## config.mk

```make
export PLATFORM = sky130hd
export DESIGN_NAME = data_bus_if
export DESIGN_NICKNAME = d
export VERILOG_FILES = /design/src/rtl/data_bus_if_pkg.sv /design/src/rtl/data_bus_if.sv
export SDC_FILE = /design/constraint.sdc
export NUM_CORES = 1
export LEC_CHECK = 0
export CAP_MARGIN = 25
export CORE_AREA = 4 4 109 111
export CTS_CLUSTER_SIZE = 14
export DETAILED_ROUTE_END_ITERATION = 12
export DIE_AREA = 0 0 113 115
export MAX_ROUTING_LAYER = met4
export PLACE_DENSITY_LB_ADDON = 0.1
export SETUP_SLACK_MARGIN = 0.4
export SKIP_CTS_REPAIR_TIMING = 1
export SYNTH_ARGS = -nofsm -noshare
export SYNTH_HDL_FRONTEND = slang
export SYNTH_SLANG_ARGS = --single-unit
export TNS_END_PERCENT = 30
```

## constraint.sdc

```tcl
create_clock -name clk -period 3.09 [get_ports clk]
set_input_delay 0.618 -clock clk [delete_from_list [all_inputs] [get_ports clk]]
set_output_delay 0.618 -clock clk [all_outputs]
set_load 0.02 [all_outputs]
```

## src/rtl/data_bus_if_pkg.sv

```systemverilog
// Shared definitions for the data-side Wishbone master bridge:
// FSM state encoding and the common bus constants.
package data_bus_if_pkg;

  localparam int unsigned RegBusWidth = 32;
  localparam int unsigned SelWidth    = 4;
  localparam int unsigned StallWidth  = 6;

  typedef logic [RegBusWidth-1:0] reg_bus_t;

  localparam reg_bus_t ZeroWord     = 32'h0000_0000;
  localparam logic     WriteEnable  = 1'b1;
  localparam logic     WriteDisable = 1'b0;
  localparam logic     ChipEnable   = 1'b1;

  typedef enum logic [1:0] {
    ST_IDLE           = 2'd0,
    ST_BUSY           = 2'd1,
    ST_WAIT_FOR_STALL = 2'd2
  } bus_state_e;

endpackage

```

## src/rtl/data_bus_if.sv

```systemverilog
// Wishbone classic master for the data side: turns the memory-access stage's
// combinational request into one registered single-transfer bus cycle.
module data_bus_if
  import data_bus_if_pkg::*;
#(
  parameter int unsigned TIMEOUT_CYCLES = 256
) (
  input  logic                  clk,
  input  logic                  rst,
  input  logic [StallWidth-1:0] stall,
  input  logic                  flush,
  input  logic                  cpu_ce_i,
  input  logic [31:0]           cpu_addr_i,
  input  logic                  cpu_we_i,
  input  logic [SelWidth-1:0]   cpu_sel_i,
  input  logic [31:0]           cpu_data_i,
  output logic [31:0]           cpu_data_o,
  output logic                  stallreq,
  output logic                  bus_err_o,
  input  logic [31:0]           wb_data_i,
  input  logic                  wb_ack_i,
  output logic [31:0]           wb_addr_o,
  output logic [31:0]           wb_data_o,
  output logic                  wb_we_o,
  output logic [SelWidth-1:0]   wb_sel_o,
  output logic                  wb_stb_o,
  output logic                  wb_cyc_o
);

  // A zero-cycle timeout would give a zero-width counter; keep one bit instead.
  localparam int unsigned CNT_W = (TIMEOUT_CYCLES > 0) ? $clog2(TIMEOUT_CYCLES + 1) : 1;
  localparam logic TIMEOUT_EN = (TIMEOUT_CYCLES > 0) ? 1'b1 : 1'b0;
  localparam logic [CNT_W-1:0] CNT_LAST = (TIMEOUT_CYCLES > 0) ? CNT_W'(TIMEOUT_CYCLES - 1) : '0;
  localparam logic [CNT_W-1:0] CNT_ONE = CNT_W'(1);

  bus_state_e          r_state;
  logic [CNT_W-1:0]    r_cnt;
  reg_bus_t            r_rd_buf;
  logic                r_bus_err;
  logic [31:0]         r_wb_addr;
  logic [31:0]         r_wb_data;
  logic                r_wb_we;
  logic [SelWidth-1:0] r_wb_sel;
  logic                r_wb_stb;
  logic                r_wb_cyc;

  bus_state_e          w_state_nxt;
  logic [CNT_W-1:0]    w_cnt_nxt;
  reg_bus_t            w_rd_buf_nxt;
  logic                w_bus_err_nxt;
  logic [31:0]         w_wb_addr_nxt;
  logic [31:0]         w_wb_data_nxt;
  logic                w_wb_we_nxt;
  logic [SelWidth-1:0] w_wb_sel_nxt;
  logic                w_wb_stb_nxt;
  logic                w_wb_cyc_nxt;
  logic                w_stall_any;
  logic                w_timeout_hit;
  logic                w_stallreq;
  logic [31:0]         w_cpu_data;

  assign w_stall_any   = |stall;
  assign w_timeout_hit = TIMEOUT_EN && (r_state == ST_BUSY) && (r_cnt == CNT_LAST);

  // State register and all registered bus-side outputs.
  always_ff @(posedge clk) begin
    if (rst) begin
      r_state   <= ST_IDLE;
      r_cnt     <= '0;
      r_rd_buf  <= ZeroWord;
      r_bus_err <= 1'b0;
      r_wb_addr <= ZeroWord;
      r_wb_data <= ZeroWord;
      r_wb_we   <= WriteDisable;
      r_wb_sel  <= 4'b0000;
      r_wb_stb  <= 1'b0;
      r_wb_cyc  <= 1'b0;
    end else begin
      r_state   <= w_state_nxt;
      r_cnt     <= w_cnt_nxt;
      r_rd_buf  <= w_rd_buf_nxt;
      r_bus_err <= w_bus_err_nxt;
      r_wb_addr <= w_wb_addr_nxt;
      r_wb_data <= w_wb_data_nxt;
      r_wb_we   <= w_wb_we_nxt;
      r_wb_sel  <= w_wb_sel_nxt;
      r_wb_stb  <= w_wb_stb_nxt;
      r_wb_cyc  <= w_wb_cyc_nxt;
    end
  end

  // Next-state logic plus the combinational stall request and load data.
  always_comb begin
    w_state_nxt   = r_state;
    w_cnt_nxt     = r_cnt;
    w_rd_buf_nxt  = r_rd_buf;
    w_bus_err_nxt = 1'b0;
    w_wb_addr_nxt = r_wb_addr;
    w_wb_data_nxt = r_wb_data;
    w_wb_we_nxt   = r_wb_we;
    w_wb_sel_nxt  = r_wb_sel;
    w_wb_stb_nxt  = r_wb_stb;
    w_wb_cyc_nxt  = r_wb_cyc;
    w_stallreq    = 1'b0;
    w_cpu_data    = ZeroWord;

    if (flush) begin
      // Flush wins over a same-cycle ack or timeout: abandon silently.
      w_state_nxt   = ST_IDLE;
      w_cnt_nxt     = '0;
      w_rd_buf_nxt  = ZeroWord;
      w_wb_addr_nxt = ZeroWord;
      w_wb_data_nxt = ZeroWord;
      w_wb_we_nxt   = WriteDisable;
      w_wb_sel_nxt  = 4'b0000;
      w_wb_stb_nxt  = 1'b0;
      w_wb_cyc_nxt  = 1'b0;
    end else begin
      case (r_state)
        ST_IDLE: begin
          w_stallreq = cpu_ce_i;
          if (cpu_ce_i == ChipEnable) begin
            w_wb_addr_nxt = cpu_addr_i;
            w_wb_data_nxt = cpu_data_i;
            w_wb_we_nxt   = cpu_we_i;
            w_wb_sel_nxt  = cpu_sel_i;
            w_wb_stb_nxt  = 1'b1;
            w_wb_cyc_nxt  = 1'b1;
            w_cnt_nxt     = '0;
            w_state_nxt   = ST_BUSY;
          end else begin
            w_state_nxt = ST_IDLE;
          end
        end
        ST_BUSY: begin
          if (wb_ack_i || w_timeout_hit) begin
            // A timeout completes like an ack that returned zero.
            w_cpu_data    = wb_ack_i ? wb_data_i : ZeroWord;
            w_rd_buf_nxt  = wb_ack_i ? wb_data_i : ZeroWord;
            w_bus_err_nxt = ~wb_ack_i;
            w_cnt_nxt     = '0;
            w_wb_addr_nxt = ZeroWord;
            w_wb_data_nxt = ZeroWord;
            w_wb_we_nxt   = WriteDisable;
            w_wb_sel_nxt  = 4'b0000;
            w_wb_stb_nxt  = 1'b0;
            w_wb_cyc_nxt  = 1'b0;
            w_state_nxt   = w_stall_any ? ST_WAIT_FOR_STALL : ST_IDLE;
          end else begin
            w_stallreq = 1'b1;
            w_cnt_nxt  = TIMEOUT_EN ? (r_cnt + CNT_ONE) : r_cnt;
          end
        end
        ST_WAIT_FOR_STALL: begin
          w_cpu_data = r_rd_buf;
          if (!w_stall_any) begin
            w_state_nxt = ST_IDLE;
          end else begin
            w_state_nxt = ST_WAIT_FOR_STALL;
          end
        end
        default: begin
          w_state_nxt   = ST_IDLE;
          w_cnt_nxt     = '0;
          w_wb_addr_nxt = ZeroWord;
          w_wb_data_nxt = ZeroWord;
          w_wb_we_nxt   = WriteDisable;
          w_wb_sel_nxt  = 4'b0000;
          w_wb_stb_nxt  = 1'b0;
          w_wb_cyc_nxt  = 1'b0;
        end
      endcase
    end

    if (rst) begin
      w_stallreq = 1'b0;
      w_cpu_data = ZeroWord;
    end else begin
      w_stallreq = w_stallreq;
    end
  end

  assign stallreq   = w_stallreq;
  assign cpu_data_o = w_cpu_data;
  assign bus_err_o  = r_bus_err;
  assign wb_addr_o  = r_wb_addr;
  assign wb_data_o  = r_wb_data;
  assign wb_we_o    = r_wb_we;
  assign wb_sel_o   = r_wb_sel;
  assign wb_stb_o   = r_wb_stb;
  assign wb_cyc_o   = r_wb_cyc;

endmodule

```

==> reports/results.tsv <==
stage	metric	value	unit
timing	Max Slew Vio Count	0	
timing	total negative setup slack	0	ps
floorplanning	die height	115	µm
critical_path	Critical path destination	stallreq	
drt	vias per cell	5.185	
global_routing	antenna violations before repair	0	
critical_path	Reg2Reg Setup Slack	480	ps
min_path	min-delay src	wb_addr_o[2]	
finish	share of layout cells above drive strength 1	11.86	%
timing	Least-Margin Pin Slew	495.7	ps
placed_design	HPWL Detailed	9.784	mm
cts	Num CTS Buffers	17	
pwr	Clock Power Share	49.5	%
pwr	Worst VDD drop	299.5	µV
timing	f_max	363.7	MHz
pwr	Leakage Power	2.722	nW
timing	Final Cycle Share	88.97	%
critical_path	R2R cell count	12	
timing	RSZ-0062 raised after global routing	yes	
floorplanning	DIE AREA	0.01300	mm²
cts	Clock Latency Late Sink	500	ps
critical_path	Worst Setup End Kind	output port	
pwr	Switching Power	0.9189	mW
global_routing	GRT Overall Usage	22.73	%
cts	clk sink count	114	
finish	Area Overhead vs Synth	56.98	%
run_status	status	finished, final reports clean	
min_path	Worst Hold Class	reg -> reg	
critical_path	Worst setup SP type	flop	
logic_synthesis	sequential area share after synthesis	47.70	%
finish	commonest non-fill, non-tap cell in the layout	clkdlybuf4s50_1	
placed_design	RePlAce Congestion	0.8197	
critical_path	crit path DAT	2130	ps
finish	Core Util, Final	69.59	%
floorplanning	Initial Util	44.33	%
critical_path	slowest stage cell, crit path	or3b_4	
timing	hold slack final	448.3	ps
logic_synthesis	Distinct cells, synth	33	
cts	CTS Buffer Depth	2	
global_routing	pin count of the biggest net entering global routing	80	
job	Max-cap violations	0	
critical_path	CP cell instances	ha_4, nand3_2, nor2_4, and3_4, ha_4, or3b_4, a21oi_2, buf_6	
timing	Final Setup Violations	0	
pwr	internal power	3.115	mW
critical_path	CP startpoint	r_cnt[0]	
critical_path	cell depth of the worst setup path	8	
logic_synthesis	Mapped Cells	603	
logic_synthesis	Syn Area/Cell	7.935	µm²
finish	Filler Cells Inserted	912	
drt	total wire length	14.74	mm
logic_synthesis	largest area contributor in the netlist	dfxtp_1	
finish	post-route cell area	0.007511	mm²
cts	clk slew on worst S/H paths	50	ps
finish	Antenna Cells	0	
logic_synthesis	Synth area leaders	dfxtp_1 48%, a21oi_1 14%, nand2_1 14%	
critical_path	crit path buf inv count	1	
logic_synthesis	mapped cell area	0.004785	mm²
finish	final net count	923	
drt	detailed-route via count	4967	
critical_path	critical-path maximum fanout	4	
floorplanning	# rows	38	
floorplanning	IO Count	217	
global_routing	first-pass GRT wire length	23.40	mm
floorplanning	die width	113	µm
critical_path	data required time of the worst path	2470	ps
timing	Slew HR	66.95	%
finish	commonest cells after routing, fill and taps aside	183 x clkdlybuf4s50_1, 176 x nand2_1, 135 x a21oi_1, 112 x dfxtp_1, 72 x nand3_1	
critical_path	reg2reg start	r_cnt[0]	
placed_design	DP Area	0.006903	mm²
placed_design	dpl cells	922	
pwr	PD cells	537.0	mW/mm²
placed_design	port bufs	216	
drt	Antenna Nets Post-Route	0	
cts	CTS tree	built	
floorplanning	Core ar.	0.01079	mm²
timing	final hold viol count	0	
drt	drt wl/cell	15.38	µm
timing	skew final	8.246	ps
critical_path	r2r endpoint	wb_data_o[27]	
global_routing	number of global-route vias before repair	4819	
timing	final worst setup slack	340.7	ps
drt	TritonRoute pass-1 iters	7	
pwr	Logic pwr share	12.5	%
global_routing	total gr overflow	0	
logic_synthesis	Mapped Nets	721	
logic_synthesis	Synth top area share	47.70	%
cts	root buf cell	clkbuf_8	
pwr	Sw Ratio	22.78	%
critical_path	critical path class	reg -> out	
logic_synthesis	Synth warnings	0	
drt	DRC	0	
logic_synthesis	Seq cells post-synth	114	
critical_path	CP max stage delay	380	ps
critical_path	crit-path most repeated cell	ha_4	
critical_path	family with the most delay on the worst path	simple AND/OR/NAND/NOR gates	
finish	non-filler instance count after layout	958	
cts	H-tree depth	4	
timing	minimum clock period	2749	ps
pwr	sequential power share	38.0	%
drt	Starting DRT DRC Count	326	
pwr	final total power	4.034	mW
placed_design	setup slack after placement	38.54	ps
tightest hold or removal path: cells and delay by family, from the launching register on:
family / cells / cell delay, ps
flip-flops: 1 / 300
AND/OR/NAND/NOR: 1 / 50
AO/OA/AOI/OAI: 1 / 50
how the worst min path moves through the flow:
stage               endpoint  slack, ps  depth (start not counted)
4_1_cts         wb_addr_o[2]        450                          2
6_report        wb_addr_o[2]        450                          2
2_1_floorplan    r_rd_buf[0]        430                          2
3_3_place_gp   wb_data_o[10]        440                          2
5_1_grt         wb_addr_o[2]        470                          2
3_5_place_dp   wb_addr_o[11]        440                          2
state kept, by name (all words and copies together) (netlist names):
register / count
r_state: 2
wb_data_o: 32
wb_cyc_o: 1
r_rd_buf: 32
r_cnt: 9
bus_err_o: 1
wb_sel_o: 4
wb_we_o: 1
wb_addr_o: 32
area by class of cell:
| cell class | count | area [µm²] | share of cell area, % |
|---|---|---|---|
| Sequential cell | 114 | 2290 | 30.48 |
| Inverter | 3 | 11.26 | 0.1499 |
| Clock inverter | 10 | 156.4 | 2.082 |
| Tap cell | 140 | 175.2 | 2.332 |
| Clock buffer | 22 | 452.9 | 6.030 |
| Multi-Input combinational cell | 435 | 2155 | 28.69 |
| Timing Repair Buffer | 234 | 2271 | 30.23 |
cell families after synthesis:
group,after synthesis,synth area share [%]
AO/OA/AOI/OAI,142,15.14
XOR/XNOR,6,1.098
adder cells (fa/ha/maj),6,1.569
buffers and inverters,54,8.682
flip-flops,114,47.70
AND/OR/NAND/NOR,281,25.81
layer usage:
metal / global-route usage, % / up-vias / wire length [µm]
met3: 4.789 / 26 / 852
met5: - / - / 0
li1: - / 2431 / -
met2: 37.20 / 198 / 7356
met1: 27.49 / 2312 / 6170
met4: 8.974 / 0 / 359
power groups by stage:
stage | logic (mW) | registers [mW] | clock network [mW]
final | 0.505 | 1.53 | 2.00
after global routing | 0.546 | 1.54 | 2.10
after CTS | 0.503 | 1.53 | 2.03
after detailed placement | 0.501 | 1.56 | 0
after global placement | 0.490 | 1.56 | 0
after floorplan | 0.228 | 1.61 | 0
Yosys cell counts:
| master | instances |
|---|---|
| and2_1 | 1 |
| nand3_1 | 73 |
| nor3_4 | 1 |
| clkbuf_8 | 7 |
| nand2_1 | 176 |
| nor4b_1 | 1 |
| nor2b_4 | 1 |
| nor3b_4 | 1 |
| xnor2_1 | 5 |
| xor2_1 | 1 |
| buf_1 | 4 |
| and3_1 | 1 |
| dfxtp_1 | 114 |
| or3_1 | 1 |
| a21oi_2 | 2 |
| a21oi_1 | 137 |
| or2_2 | 2 |
| inv_1 | 3 |
| a2bb2oi_1 | 1 |
| clkbuf_1 | 20 |
| nand3b_1 | 1 |
| buf_6 | 18 |
| a22oi_1 | 1 |
| or3b_2 | 1 |
| nor3_1 | 3 |
| nand4_1 | 1 |
| o21ai_1 | 1 |
| nor3b_1 | 1 |
| nor2_1 | 11 |
| buf_4 | 2 |
| nand4b_1 | 1 |
| ha_1 | 6 |
| nor4_1 | 4 |
No activity file was read; power rests on OpenSTA's default activity.
